==> src/rtl/clk_div_prog.sv <==
// Programmable integer clock divider with 50% duty for even and odd ratios.
// The divisor goes through a pending (shadow) register and is applied only
// when a new output period starts, so ratio changes and enable changes never
// produce a runt or glitch on clk_o.
//
// FSM states
//   state    | meaning
//   ---------+-----------------------------------------------------------
//   ST_PARK  | idle, cnt held at 0, clk_o low; every cycle is a boundary
//   ST_RUN   | producing periods, cnt counts 0..N-1, boundary at cnt==N-1
`timescale 1ns/1ps
module clk_div_prog #(
    parameter int DIV_W       = 8,
    parameter int DIV_DEFAULT = 6
) (
    input  logic             clk_i,
    input  logic             rst_i,
    input  logic             en_i,
    input  logic             load_i,
    input  logic [DIV_W-1:0] div_i,
    output logic             clk_o,
    output logic             tick_o,
    output logic             div_ack_o
);

    localparam logic [DIV_W-1:0] DIV_RST = DIV_W'(DIV_DEFAULT);
    localparam logic [DIV_W-1:0] DIV_MIN = DIV_W'(2);
    localparam logic [DIV_W-1:0] ONE     = DIV_W'(1);

    typedef enum logic {
        ST_PARK = 1'b0,
        ST_RUN  = 1'b1
    } state_t;

    state_t           state_q, state_d;
    logic [DIV_W-1:0] cnt_q, cnt_d;
    logic [DIV_W-1:0] active_q, active_d;
    logic [DIV_W-1:0] pending_q, pending_d;
    logic             p_q, p_d;
    logic             n_q;
    logic             tick_q, tick_d;
    logic             ack_q, ack_d;
    logic             boundary;

    logic [DIV_W-1:0] div_clamped;
    logic [DIV_W-1:0] half;
    logic [DIV_W-1:0] cnt_inc;
    logic             at_wrap;

    // Divisors 0 and 1 cannot give a 50% waveform, so they fold to 2.
    assign div_clamped = (div_i < DIV_MIN) ? DIV_MIN : div_i;
    assign half        = active_q >> 1;
    assign cnt_inc     = cnt_q + ONE;
    assign at_wrap     = (cnt_q == (active_q - ONE));

    // Next-state, counter, shadow register and registered-output decode.
    always_comb begin
        state_d   = state_q;
        cnt_d     = cnt_q;
        active_d  = active_q;
        pending_d = load_i ? div_clamped : pending_q;
        p_d       = 1'b0;
        tick_d    = 1'b0;
        ack_d     = 1'b0;
        boundary  = 1'b1;

        unique case (state_q)
            ST_PARK: boundary = 1'b1;
            ST_RUN:  boundary = at_wrap;
            default: boundary = 1'b1;
        endcase

        if (boundary) begin
            // A load in this same cycle only reaches pending_d, so the
            // divisor applied here is always the one captured earlier.
            cnt_d = '0;
            if (en_i) begin
                state_d = ST_RUN;
                p_d     = 1'b1;
                tick_d  = 1'b1;
                if (pending_q != active_q) begin
                    active_d = pending_q;
                    ack_d    = 1'b1;
                end
            end else begin
                state_d = ST_PARK;
            end
        end else begin
            cnt_d = cnt_inc;
            p_d   = (cnt_inc < half);
        end
    end

    // Rising-edge state: counter, divisors, phase flop p and strobes.
    always_ff @(posedge clk_i) begin
        if (rst_i) begin
            state_q   <= ST_PARK;
            cnt_q     <= '0;
            active_q  <= DIV_RST;
            pending_q <= DIV_RST;
            p_q       <= 1'b0;
            tick_q    <= 1'b0;
            ack_q     <= 1'b0;
        end else begin
            state_q   <= state_d;
            cnt_q     <= cnt_d;
            active_q  <= active_d;
            pending_q <= pending_d;
            p_q       <= p_d;
            tick_q    <= tick_d;
            ack_q     <= ack_d;
        end
    end

    // Falling-edge copy of p; stretches the high phase by half a cycle for odd N.
    always_ff @(negedge clk_i) begin
        if (rst_i) begin
            n_q <= 1'b0;
        end else begin
            n_q <= p_q;
        end
    end

    // Odd/even select switches only at period start, when p has just risen
    // and n is still low, so both terms agree and no glitch is possible.
    assign clk_o     = active_q[0] ? (p_q | n_q) : p_q;
    assign tick_o    = tick_q;
    assign div_ack_o = ack_q;

endmodule

==> config.mk <==
export PLATFORM = sky130hd
export DESIGN_NAME = clk_div_prog
export DESIGN_NICKNAME = d
export VERILOG_FILES = /design/src/rtl/clk_div_prog.sv
export SDC_FILE = /design/constraint.sdc
export NUM_CORES = 1
export LEC_CHECK = 0
export CORE_MARGIN = 2
export CORE_UTILIZATION = 27
export CTS_CLUSTER_SIZE = 14
export DETAILED_ROUTE_END_ITERATION = 8
export DONT_BUFFER_PORTS = 1
export SLEW_MARGIN = 10
export SYNTH_ARGS = -nofsm -noshare
export SYNTH_HDL_FRONTEND = slang
export SYNTH_SLANG_ARGS = --single-unit
==> constraint.sdc <==
create_clock -name clk_i -period 3.6 [get_ports clk_i]
set_clock_uncertainty 0.05 [all_clocks]
set_input_delay 0.72 -clock clk_i [delete_from_list [all_inputs] [get_ports clk_i]]
set_output_delay 0.72 -clock clk_i [all_outputs]
set_load 0.03 [all_outputs]
# Yosys cells after proc, flatten, opt, wreduce, memory -nomap -nowiden
# Cells that the tools add are included.
[totals] wordCells=28 ff_bits=29 out_inout_bits=3
[op_classes] reduce_logical=4 bitwise_logic=4 add_sub_neg=2 n_mux=6 order_cmp=2 eq_ne=2
[ops] operator="8-bit by 1-bit adder with 8-bit output, second input constant" n=1
[ops] operator="8-bit equality test" n=1
[ops] operator="8-bit by 2-bit < comparator with 1-bit output, second input constant" n=1
[ops] operator="8-bit by 7-bit < comparator with 1-bit output" n=1
[ops] operator="8-bit two-way mux" n=1
[ops] operator="8-bit inequality test" n=1
[ops] operator="8-bit by 1-bit subtractor with 8-bit output, second input constant" n=1
[ops] operator="1-bit two-way mux" n=4
[ops] operator="2-bit OR reduction" n=2
[ops] operator="1-bit inverter" n=3
[ops] operator="3-bit AND reduction" n=1
[ops] operator="3-bit OR reduction" n=1
[ops] operator="1-bit case mux with 2 select lines" n=1
[ops] operator="1-bit OR" n=1

# Depth between registers and ports, before layout
# Gate-level depths: netlist of run 1.
[logic_depth] ltp_word=5 ltp_mapped=10

==> summary.md, run 1 <==
| Metric | Value |
|---|---|
| Worst r2r src | `active_q[0]` |
| Placer Congestion | `0.7285` |
| Boundary Pins | `15` |
| Rows | `27` |
| WP buf/inv | `0` |
| FF-to-FF setup slack | `around 840 ps` |
| Root buffer cell | `clkbuf_8` |
| Gate count after technology mapping | `between 150 and 200` |
| Clock slew at reported path FFs | `~60 ps` |
| Worst Path Required | `~2800 ps` |
| Final net count | `197` |
| Maximum VDD drop | `approximately 220 µV` |
| Initial antenna violation count | `0` |
| Die W | `80.81 µm` |
| #FFs+latches synth | `29` |
| TritonRoute pass-1 iters | `4` |
| Largest net degree at the start of global routing | `29` |
| Worst setup EP type | `output port` |
| Die area | `6529 µm²` |
| Clock Tree Buf Depth | `2` |
| Port bufs | `0` |
| Total power draw | `between 700 and 800 µW` |
| RSZ-0062 raised after global routing | `false` |
| Fillers | `599` |
| Via Count | `between 1000 and 1500` |
| Worst flop-to-flop path endpoint | `active_q[7]` |
| Num CTS Buffers | `5` |
| Setup Buffers After CTS | `0` |
| Yosys cell types | `34` |
| Worst Max-Slew Pin Slew | `between 500 and 600 ps` |
| Max Cap Viol | `0` |
| Sequential share of the synthesized area | `36.45%` |
| Crit-path leading delay family | `flip-flops` |
| Ys flop type | `dfxtp_1` |
| Layout cell share with drive strength beyond 1 | `5.085%` |
| Final wirelength | `2.907 mm` |
| Slew Viols, Final | `0` |
| Multi-input gate area | `922.1 µm²` |
| CP max stage cell | `dfxtp_1` |
| Hold-fix buffers, CTS | `0` |
| Cells along the critical path | `a21o_1` |
| Synth Net Count | `around 200` |
| Residual DRC | `0` |
| Asr flop ratio synth | `0%` |
| Diodes inserted | `0` |
| Mean post-synth cell area | `8.898 µm²` |
| Antenna Violating Nets Remaining | `0` |
| Hold Vio Cnt, Final | `0` |
| Outcome | `finished, final reports clean` |
| GRT Util Overall | `10.26%` |
| CTS-repair resized insts | `0` |
| Synth warnings | `0` |
| Die Y-Extent | `80.81 µm` |
| Stages on worst setup path | `1` |
| Vias per std cell | `4.526` |
| CP Launch Point | `n_q` |
| Post-DP HPWL | `2.128 mm` |
| Post-synth EDFFs | `0` |
| Placed insts | `242` |
| CTS tree | `built` |
| FF+latch area | `~580 µm²` |
| Worst Path Max Fanout | `1` |
| CP arrival | `2700 ps` |
| Reg2Reg Depth | `8` |
| GRT Residual Overflow | `0` |
| Pwr/cell area | `about 440 nW/µm²` |
| Crit path kind | `flip-flop to output port` |
| Hold-critical path depth | `2` |
| Max_slew headroom | `63.21%` |
| First-pass GRT wire length | `5.002 mm` |
| CP Launch Type | `flip-flop` |
| Worst setup path end | `clk_o` |
| Setup violators final | `0` |
| H-tree depth | `2` |
| Core area | `approximately 5600 µm²` |
| Clock Sinks | `29` |
| Clk_lat worst skew | `approximately 280 ps` |
| DR WL/cell | `11.67 µm` |
| Mapped cell area | `1593 µm²` |
| Lkg Pwr | `0.7275 nW` |
| First-iteration detailed-routing DRC count | `36` |
| Max stage delay on crit path | `300 ps` |
| Non-filler cells in the finished layout | `~250` |
| Worst hold path type | `flip-flop to flip-flop` |
| Final setup TNS | `0 ps` |
| Vias in the first global route | `1065` |
| Starting Density | `28.40%` |
| Area added between synthesis and finish | `9.819%` |
## cells in the mapped netlist, types with 3 or more instances
cell type,instances,area [µm²]
a21oi_1,3,15.01
buf_2,3,15.01
clkbuf_1,6,22.52
dfxtp_1,29,580.6
ha_1,8,100.1
inv_1,14,52.55
mux2i_1,13,130.1
nand2_1,6,22.52
nand2b_1,14,87.58
nand3_1,5,25.02
nor2_1,19,71.32
nor2b_1,8,50.05
xnor2_1,16,140.1
xor2_1,9,78.83
## layout by cell type, fill, tap and decap left out, drive strengths merged, types with 2 or more instances in the layout
cell	count
o41ai	2
dfxtp	29
nor2	19
nor3	3
clkbuf	5
nand2b	14
o22ai	2
o21ai	3
nand2	6
xor2	9
nand4	2
nand3	5
mux2i	13
ha	8
and3	2
inv	14
a21oi	3
xnor2	16
nor2b	8
## flip-flops by register name, indices dropped and copies added (netlist names)
signal	flops
tick_o	1
n_q	1
p_q	1
active_q	8
state_q	1
cnt_q	8
pending_q	8
div_ack_o	1
## cells by family (layout without fill, tap and decap cells)
group / Yosys count / in the layout / share of synthesized area (%)
XOR/XNOR: 25 / 25 / 13.75
adder cells (fa/ha/maj): 8 / 8 / 6.285
AND/OR/NAND/NOR: 62 / 62 / 20.58
AO/OA/AOI/OAI: 19 / 19 / 9.112
buffers and inverters: 23 / 21 / 5.656
flip-flops: 29 / 29 / 36.45
multiplexers: 13 / 13 / 8.169
## cell type report
type	count	area share, %
clock buffer	5	3.934
clock inverter	3	2.217
inverter	13	2.790
multi-input combinational	127	52.72
sequential	29	33.19
tap	72	5.150
## power by group
| group | internal [mW] | switching (mW) |
|---|---|---|
| Clock | 0.202 | 0.124 |
| Combinational | 0.0419 | 0.0422 |
| Sequential | 0.337 | 0.0207 |
| Total | 0.582 | 0.186 |
## through the flow
step | area [µm²] | hold slack, ps | worst slack (ps) | util (%)
after CTS | 1749 | 437.8 | 121.7 | 31.19
after global routing | 1749 | 432.4 | 84.61 | 31.19
after global placement | 1645 | 417.6 | 472.0 | 29.34
after detailed placement | 1645 | 420.0 | 470.0 | 29.34
final | 1749 | 435.4 | 131.0 | 31.19
after floorplan | 1593 | 394.3 | 441.8 | -
## routing by layer
metal	global-route usage (%)	routed length, µm
met1	13.27	1530
met2	14.55	1184
met3	3.667	118
met4	6.102	74
met5	0	0
## how the worst min path moves through the flow
stage | from | to | slack [ps]
2_1_floorplan | state_q | p_q | 390
3_3_place_gp | state_q | p_q | 420
3_5_place_dp | state_q | p_q | 420
4_1_cts | state_q | p_q | 440
5_1_grt | rst_i | pending_q[0] | 430
6_report | state_q | p_q | 440
(Power assumes the default switching activity.)
==> run 2: changes to the inputs <==
REMOVE_ABC_BUFFERS = 1   (was not set)
clock period = 3.65 ns   (was 3.6 ns; I/O delays follow)
==> run 2 against run 1 <==
Core utilization rose by 0.54 points. First-iteration DRC count is 17% higher. Sequential power is 1% lower. Via count is 0.44% higher. Non-clock buffer count did not move. Largest power group is now the clock network. Worst setup slack better by 5.0 ps. Final cell count rose by 0.40%. Wire length up 1.3%. Highest routed layer unchanged. Die area is the same. Final area rose by 1.7%. Register-to-register slack improved by 50 ps.
==> summary.md, run 2 (same netlist as run 1, synthesis figures left out) <==
| Metric | Value |
|---|---|
| Outcome | `finished, final reports clean` |
| CP Launch Type | `flip-flop` |
| Worst flop-to-flop path endpoint | `active_q[5]` |
| FF-to-FF setup slack | `890 ps (+50 ps)` |
| Largest net degree at the start of global routing | `29 (unchanged)` |
| Most frequent cells in the layout | `dfxtp_1 (29), nor2_1 (19), xnor2_1 (16)` |
| Biggest registers after layout | `active_q (8), cnt_q (8), pending_q (8)` |
| GRT Residual Overflow | `0 (unchanged)` |
| GRT Util Overall | `10.56% (+0.30 points)` |
| Port bufs | `0 (unchanged)` |
| Hold Vio Cnt, Final | `0 (unchanged)` |
| Placer Congestion | `0.7565 (+3.8%)` |
| Setup violators final | `0 (unchanged)` |
| Final wirelength | `2.946 mm (+1.3%)` |
| Max Cap Viol | `0 (unchanged)` |
| Cells along the critical path | `a21o_1` |
| CTS-repair resized insts | `0 (unchanged)` |
| H-tree depth | `2 (unchanged)` |
| DR WL/cell | `11.78 µm (+0.94%)` |
| CP max stage cell | `dfxtp_1` |
| Multi-input gate area | `922.1 µm² (unchanged)` |
| Met1 WL | `1.491 mm (-2.5%)` |
| Diodes inserted | `0 (unchanged)` |
| Lkg Pwr | `0.7416 nW (+1.9%)` |
| Die Y-Extent | `80.81 µm (unchanged)` |
| Root buffer cell | `clkbuf_8` |
| CTS tree | `built` |
| Placed insts | `242 (unchanged)` |
| Area added between synthesis and finish | `11.70%` |
| First-iteration detailed-routing DRC count | `42 (+17%)` |
| DR WL met2 | `1.241 mm (+4.8%)` |
| Non-filler cells in the finished layout | `250 (+0.40%)` |
| Routed wl met3 | `133 µm (+13%)` |
| Clock Sinks | `29 (unchanged)` |
| Boundary Pins | `15 (unchanged)` |
| Worst Path Max Fanout | `1 (unchanged)` |
| Clk_lat worst skew | `280 ps (about the same)` |
| Flop pwr share | `42.0% (-4.6 points)` |
| Worst setup EP type | `output port` |
| Die area | `6529 µm² (unchanged)` |
| Final net count | `197 (unchanged)` |
| Worst Path Required | `2870 ps (+40 ps)` |
| RSZ-0062 raised after global routing | `false` |
| Crit-path leading delay family | `flip-flops` |
| Crit path kind | `flip-flop to output port` |
| Residual DRC | `0 (unchanged)` |
| Fillers | `603 (+0.67%)` |
| P_sw | `193.6 µW (+3.8%)` |
| Antenna Violating Nets Remaining | `0 (unchanged)` |
| Startpoint of the worst hold path | `pending_q[4]` |
| Max_slew headroom | `65.46% (+2.3 points)` |
| Uppermost layer routed | `met4` |
| Maximum VDD drop | `246.4 µV (+14%)` |
| Vias per std cell | `4.528 (about the same)` |
| Rows | `27 (unchanged)` |
| Clk pwr share | `48.0% (+5.6 points)` |
| FF+latch area | `580.6 µm² (unchanged)` |
| Reg2Reg Depth | `8 (unchanged)` |
| Initial antenna violation count | `0 (unchanged)` |
| Worst Max-Slew Pin Slew | `516.4 ps (-28.31 ps)` |
| Final setup TNS | `0 ps (unchanged)` |
| Total power draw | `840.2 µW (+9.4%)` |
| Core area | `5608 µm² (unchanged)` |
| Num CTS Buffers | `5 (unchanged)` |
| WP buf/inv | `0 (unchanged)` |
| Vias in the first global route | `1080 (+1.4%)` |
| Clock Tree Buf Depth | `2 (unchanged)` |
| CP arrival | `2730 ps (+30 ps)` |
| Hold-critical path depth | `2 (unchanged)` |
| First-pass GRT wire length | `5.126 mm (+2.5%)` |
| Pwr/cell area | `472.2 nW/µm² (+7.6%)` |
| Setup Buffers After CTS | `0 (unchanged)` |
| Layout cell share with drive strength beyond 1 | `5.618% (+0.53 points)` |
| Max stage delay on crit path | `300 ps (about the same)` |
| Slew Viols, Final | `0 (unchanged)` |
| Clock slew at reported path FFs | `70 ps (about the same)` |
| Comb power frac | `10.0% (-0.9 points)` |
| Net Sw Frac | `23.04% (-1.2 points)` |
| Hold-fix buffers, CTS | `0 (unchanged)` |
| Die W | `80.81 µm (unchanged)` |
| P_int | `646.6 µW (+11%)` |
| Post-DP HPWL | `2.161 mm (+1.5%)` |
| Hold endpoint | `active_q[4]` |
| Worst hold path type | `flip-flop to flip-flop` |
| Via Count | `1132 (+0.44%)` |
| Worst r2r src | `active_q[0]` |
| Commonest non-fill, non-tap cell in the layout | `dfxtp_1` |
| TritonRoute pass-1 iters | `4 (unchanged)` |
| Starting Density | `28.40% (unchanged)` |
## run 2: metrics by stage
stage	cell area, µm²	hold WS [ps]	setup WS (ps)	util (%)
floorplan	1555	394.3	500.8	-
global placement	1645	444.0	490.1	29.34
detailed placement	1645	447.9	470.6	29.34
CTS	1779	447.3	120.9	31.73
global route	1779	441.2	70.22	31.73
finish	1779	452.2	136.1	31.73
## run 2: worst max-delay path by stage
| stage | from | end | cells after the start |
|---|---|---|---|
| floorplan | n_q | clk_o | 1 |
| global placement | n_q | clk_o | 1 |
| detailed placement | n_q | clk_o | 1 |
| CTS | n_q | clk_o | 1 |
| global route | n_q | clk_o | 1 |
| finish | n_q | clk_o | 1 |
## run 2: final cells by class
| class | count | area share (%) |
|---|---|---|
| well taps | 72 | 5.063 |
| multi-input cells | 127 | 51.83 |
| clock buffers | 5 | 3.868 |
| inverters | 13 | 2.743 |
| flip-flops and latches | 29 | 32.63 |
| clock inverters | 4 | 3.868 |
## run 2: tightest hold or removal path: stages, from the launching register on
cell,delay (ps)
dfxtp_1,330
nand2b_1,70
mux2i_1,60
## run 2: layer usage
metal,global-route usage (%),vias up
met5,0,-
met4,6.610,0
met3,3.111,8
met2,15.12,19
met1,13.81,512
li1,-,593
## run 2: power groups by stage
stage	Clock, mW	Sequential, mW	Combinational [mW]
2_1_floorplan	0.00343	0.356	0.0716
3_3_place_gp	0.00343	0.361	0.0834
3_5_place_dp	0.00343	0.360	0.0843
4_1_cts	0.414	0.353	0.0849
5_1_grt	0.431	0.356	0.0946
6_report	0.403	0.353	0.0839
==> run 3: changes to the inputs <==
CORE_ASPECT_RATIO = 1.25   (was not set)
==> run 3 against run 2 <==
Clock-buffer cell count increased by 1. Sequential power barely moved. Flip-flop and latch count is the same. Total power decreased by 16%. Clock power shrank 33%. Largest cell class unchanged. Wire length grew 0.14%. Final area is 2.8% lower. Sequential share of layout area increased by 0.94 points. Critical path depth did not move. Non-clock buffer count unchanged. Die area is essentially flat.
==> summary.md, run 3 (same netlist as run 1, synthesis figures left out) <==
| Metric | Value |
|---|---|
| TritonRoute pass-1 iters | `4 (unchanged)` |
| Final wirelength | `2.950 mm (+0.14%)` |
| Die Y-Extent | `89.87 µm (+11%)` |
| Most frequent cells in the layout | `dfxtp_1 (29), nor2_1 (19), xnor2_1 (16)` |
| Antenna Violating Nets Remaining | `0 (unchanged)` |
| Final setup margin | `147.2 ps (+11.15 ps)` |
| GRT Residual Overflow | `0 (unchanged)` |
| Worst setup EP type | `output port` |
| Max stage delay on crit path | `300 ps (about the same)` |
| Setup Buffers After CTS | `0 (unchanged)` |
| Diodes inserted | `0 (unchanged)` |
| Total power draw | `706.8 µW (-16%)` |
| First-iteration detailed-routing DRC count | `32 (-24%)` |
| Vias per std cell | `4.758 (+5.1%)` |
| Crit path kind | `flip-flop to output port` |
| H-tree depth | `2 (unchanged)` |
| Worst r2r src | `active_q[0]` |
| Hold-fix buffers, CTS | `0 (unchanged)` |
| Area added between synthesis and finish | `8.563%` |
| Vias in the first global route | `1154 (+6.9%)` |
| Hold-critical path depth | `2 (unchanged)` |
| Slew Viols, Final | `0 (unchanged)` |
| CTS-repair resized insts | `0 (unchanged)` |
| CTS tree | `built` |
| Post-DP HPWL | `2.234 mm (+3.4%)` |
| GRT Util Overall | `10.15% (-0.41 points)` |
| Lkg Pwr | `0.7221 nW (-2.6%)` |
| Hold Vio Cnt, Final | `0 (unchanged)` |
| Worst Path Max Fanout | `1 (unchanged)` |
| Commonest non-fill, non-tap cell in the layout | `dfxtp_1` |
| Crit-path leading delay family | `flip-flops` |
| Post-Place Setup Slack | `478.6 ps (+8.018 ps)` |
| Root buffer cell | `clkbuf_8` |
| Placer Congestion | `0.7903 (+4.5%)` |
| CP Launch Type | `flip-flop` |
| Residual DRC | `0 (unchanged)` |
| Port bufs | `0 (unchanged)` |
| Core area | `5741 µm² (+2.4%)` |
| Startpoint of the worst hold path | `state_q` |
| Pwr/cell area | `408.8 nW/µm² (-13%)` |
| Cells along the critical path | `a21o_1` |
| Die area | `6533 µm² (about the same)` |
| RSZ-0062 raised after global routing | `false` |
| Maximum VDD drop | `284.3 µV (+15%)` |
| Post-route cell area | `1729 µm² (-2.8%)` |
| Clk_lat worst skew | `280 ps (about the same)` |
| Starting Density | `27.75% (-0.66 points)` |
| Worst Path Required | `2870 ps (about the same)` |
| WP buf/inv | `0 (unchanged)` |
| Die W | `72.70 µm (-10%)` |
| Initial antenna violation count | `0 (unchanged)` |
| Layout cell share with drive strength beyond 1 | `5.056% (-0.56 points)` |
| Boundary Pins | `15 (unchanged)` |
| Max_slew headroom | `64.78% (-0.68 points)` |
| Worst flop-to-flop path endpoint | `active_q[2]` |
| Clock Tree Buf Depth | `2 (unchanged)` |
| Rows | `31 (+15%)` |
| FF-to-FF setup slack | `860 ps (-30 ps)` |
| First-pass GRT wire length | `5.264 mm (+2.7%)` |
| CP max stage cell | `dfxtp_1` |
| Via Count | `1161 (+2.6%)` |
| Largest net degree at the start of global routing | `29 (unchanged)` |
| Hold endpoint | `p_q` |
| Worst hold path type | `flip-flop to flip-flop` |
| Clock Sinks | `29 (unchanged)` |
| Reg2Reg Depth | `8 (unchanged)` |
| DR WL/cell | `12.09 µm (+2.6%)` |
| CP arrival | `2720 ps (about the same)` |
| DP Area | `1638 µm² (-0.46%)` |
| Setup violators final | `0 (unchanged)` |
| Max Cap Viol | `0 (unchanged)` |
| Num CTS Buffers | `5 (unchanged)` |
| Final setup TNS | `0 ps (unchanged)` |
| Final net count | `197 (unchanged)` |
| Biggest registers after layout | `active_q (8), cnt_q (8), pending_q (8)` |
| Clock slew at reported path FFs | `60 ps (about the same)` |
| Worst Max-Slew Pin Slew | `526.5 ps (+10.18 ps)` |
| Outcome | `finished, final reports clean` |
[run 3: cell types whose count changed in the layout (fill, tap and decap cells not counted)]
cell / change
bufinv_16: -2
clkinv_1: +1
clkbuf_8: +1
[run 3: cell type report]
class / count / area, µm²
clock buffer: 6 / 82.58
clock inverter: 3 / 12.51
fill: 624 / 4011
inverter: 13 / 48.80
multi-input combinational: 127 / 922.1
sequential: 29 / 580.6
tap: 66 / 82.58
[run 3: worst max path at each step]
| stage | cells past startpoint | startpoint | slack, ps | endpoint |
|---|---|---|---|---|
| 2_1_floorplan | 1 | n_q | 500 | clk_o |
| 3_3_place_gp | 1 | n_q | 490 | clk_o |
| 3_5_place_dp | 1 | n_q | 480 | clk_o |
| 4_1_cts | 1 | n_q | 140 | clk_o |
| 5_1_grt | 1 | n_q | 110 | clk_o |
| 6_report | 1 | n_q | 150 | clk_o |
[run 3: power breakdown]
group | total (mW) | switching [mW] | internal (mW)
logic | 0.0833 | 0.0419 | 0.0414
clock network | 0.270 | 0.119 | 0.150
registers | 0.354 | 0.0211 | 0.333
total | 0.707 | 0.182 | 0.525
[run 3: metrics by stage]
step / instances / util, % / hold slack (ps)
2_1_floorplan: 170 / - / 394.3
4_1_cts: 244 / 30.12 / 433.8
5_1_grt: 244 / 30.12 / 450.2
3_3_place_gp: 236 / 28.53 / 415.0
6_report: 244 / 30.12 / 428.8
3_5_place_dp: 236 / 28.53 / 420.6
[run 3: layer usage]
layer	track usage (%)	vias up	wire, µm
li1	-	595	-
met1	12.04	545	1350
met2	16.67	17	1493
met3	3.587	4	88
met4	3.549	0	19
met5	0	-	0
[run 3: tightest hold or removal path: cells and delay by family (launching register included)]
kind	cells	cell delay (ps)
DFF	1	310
AOI/OAI and AO/OA	2	120
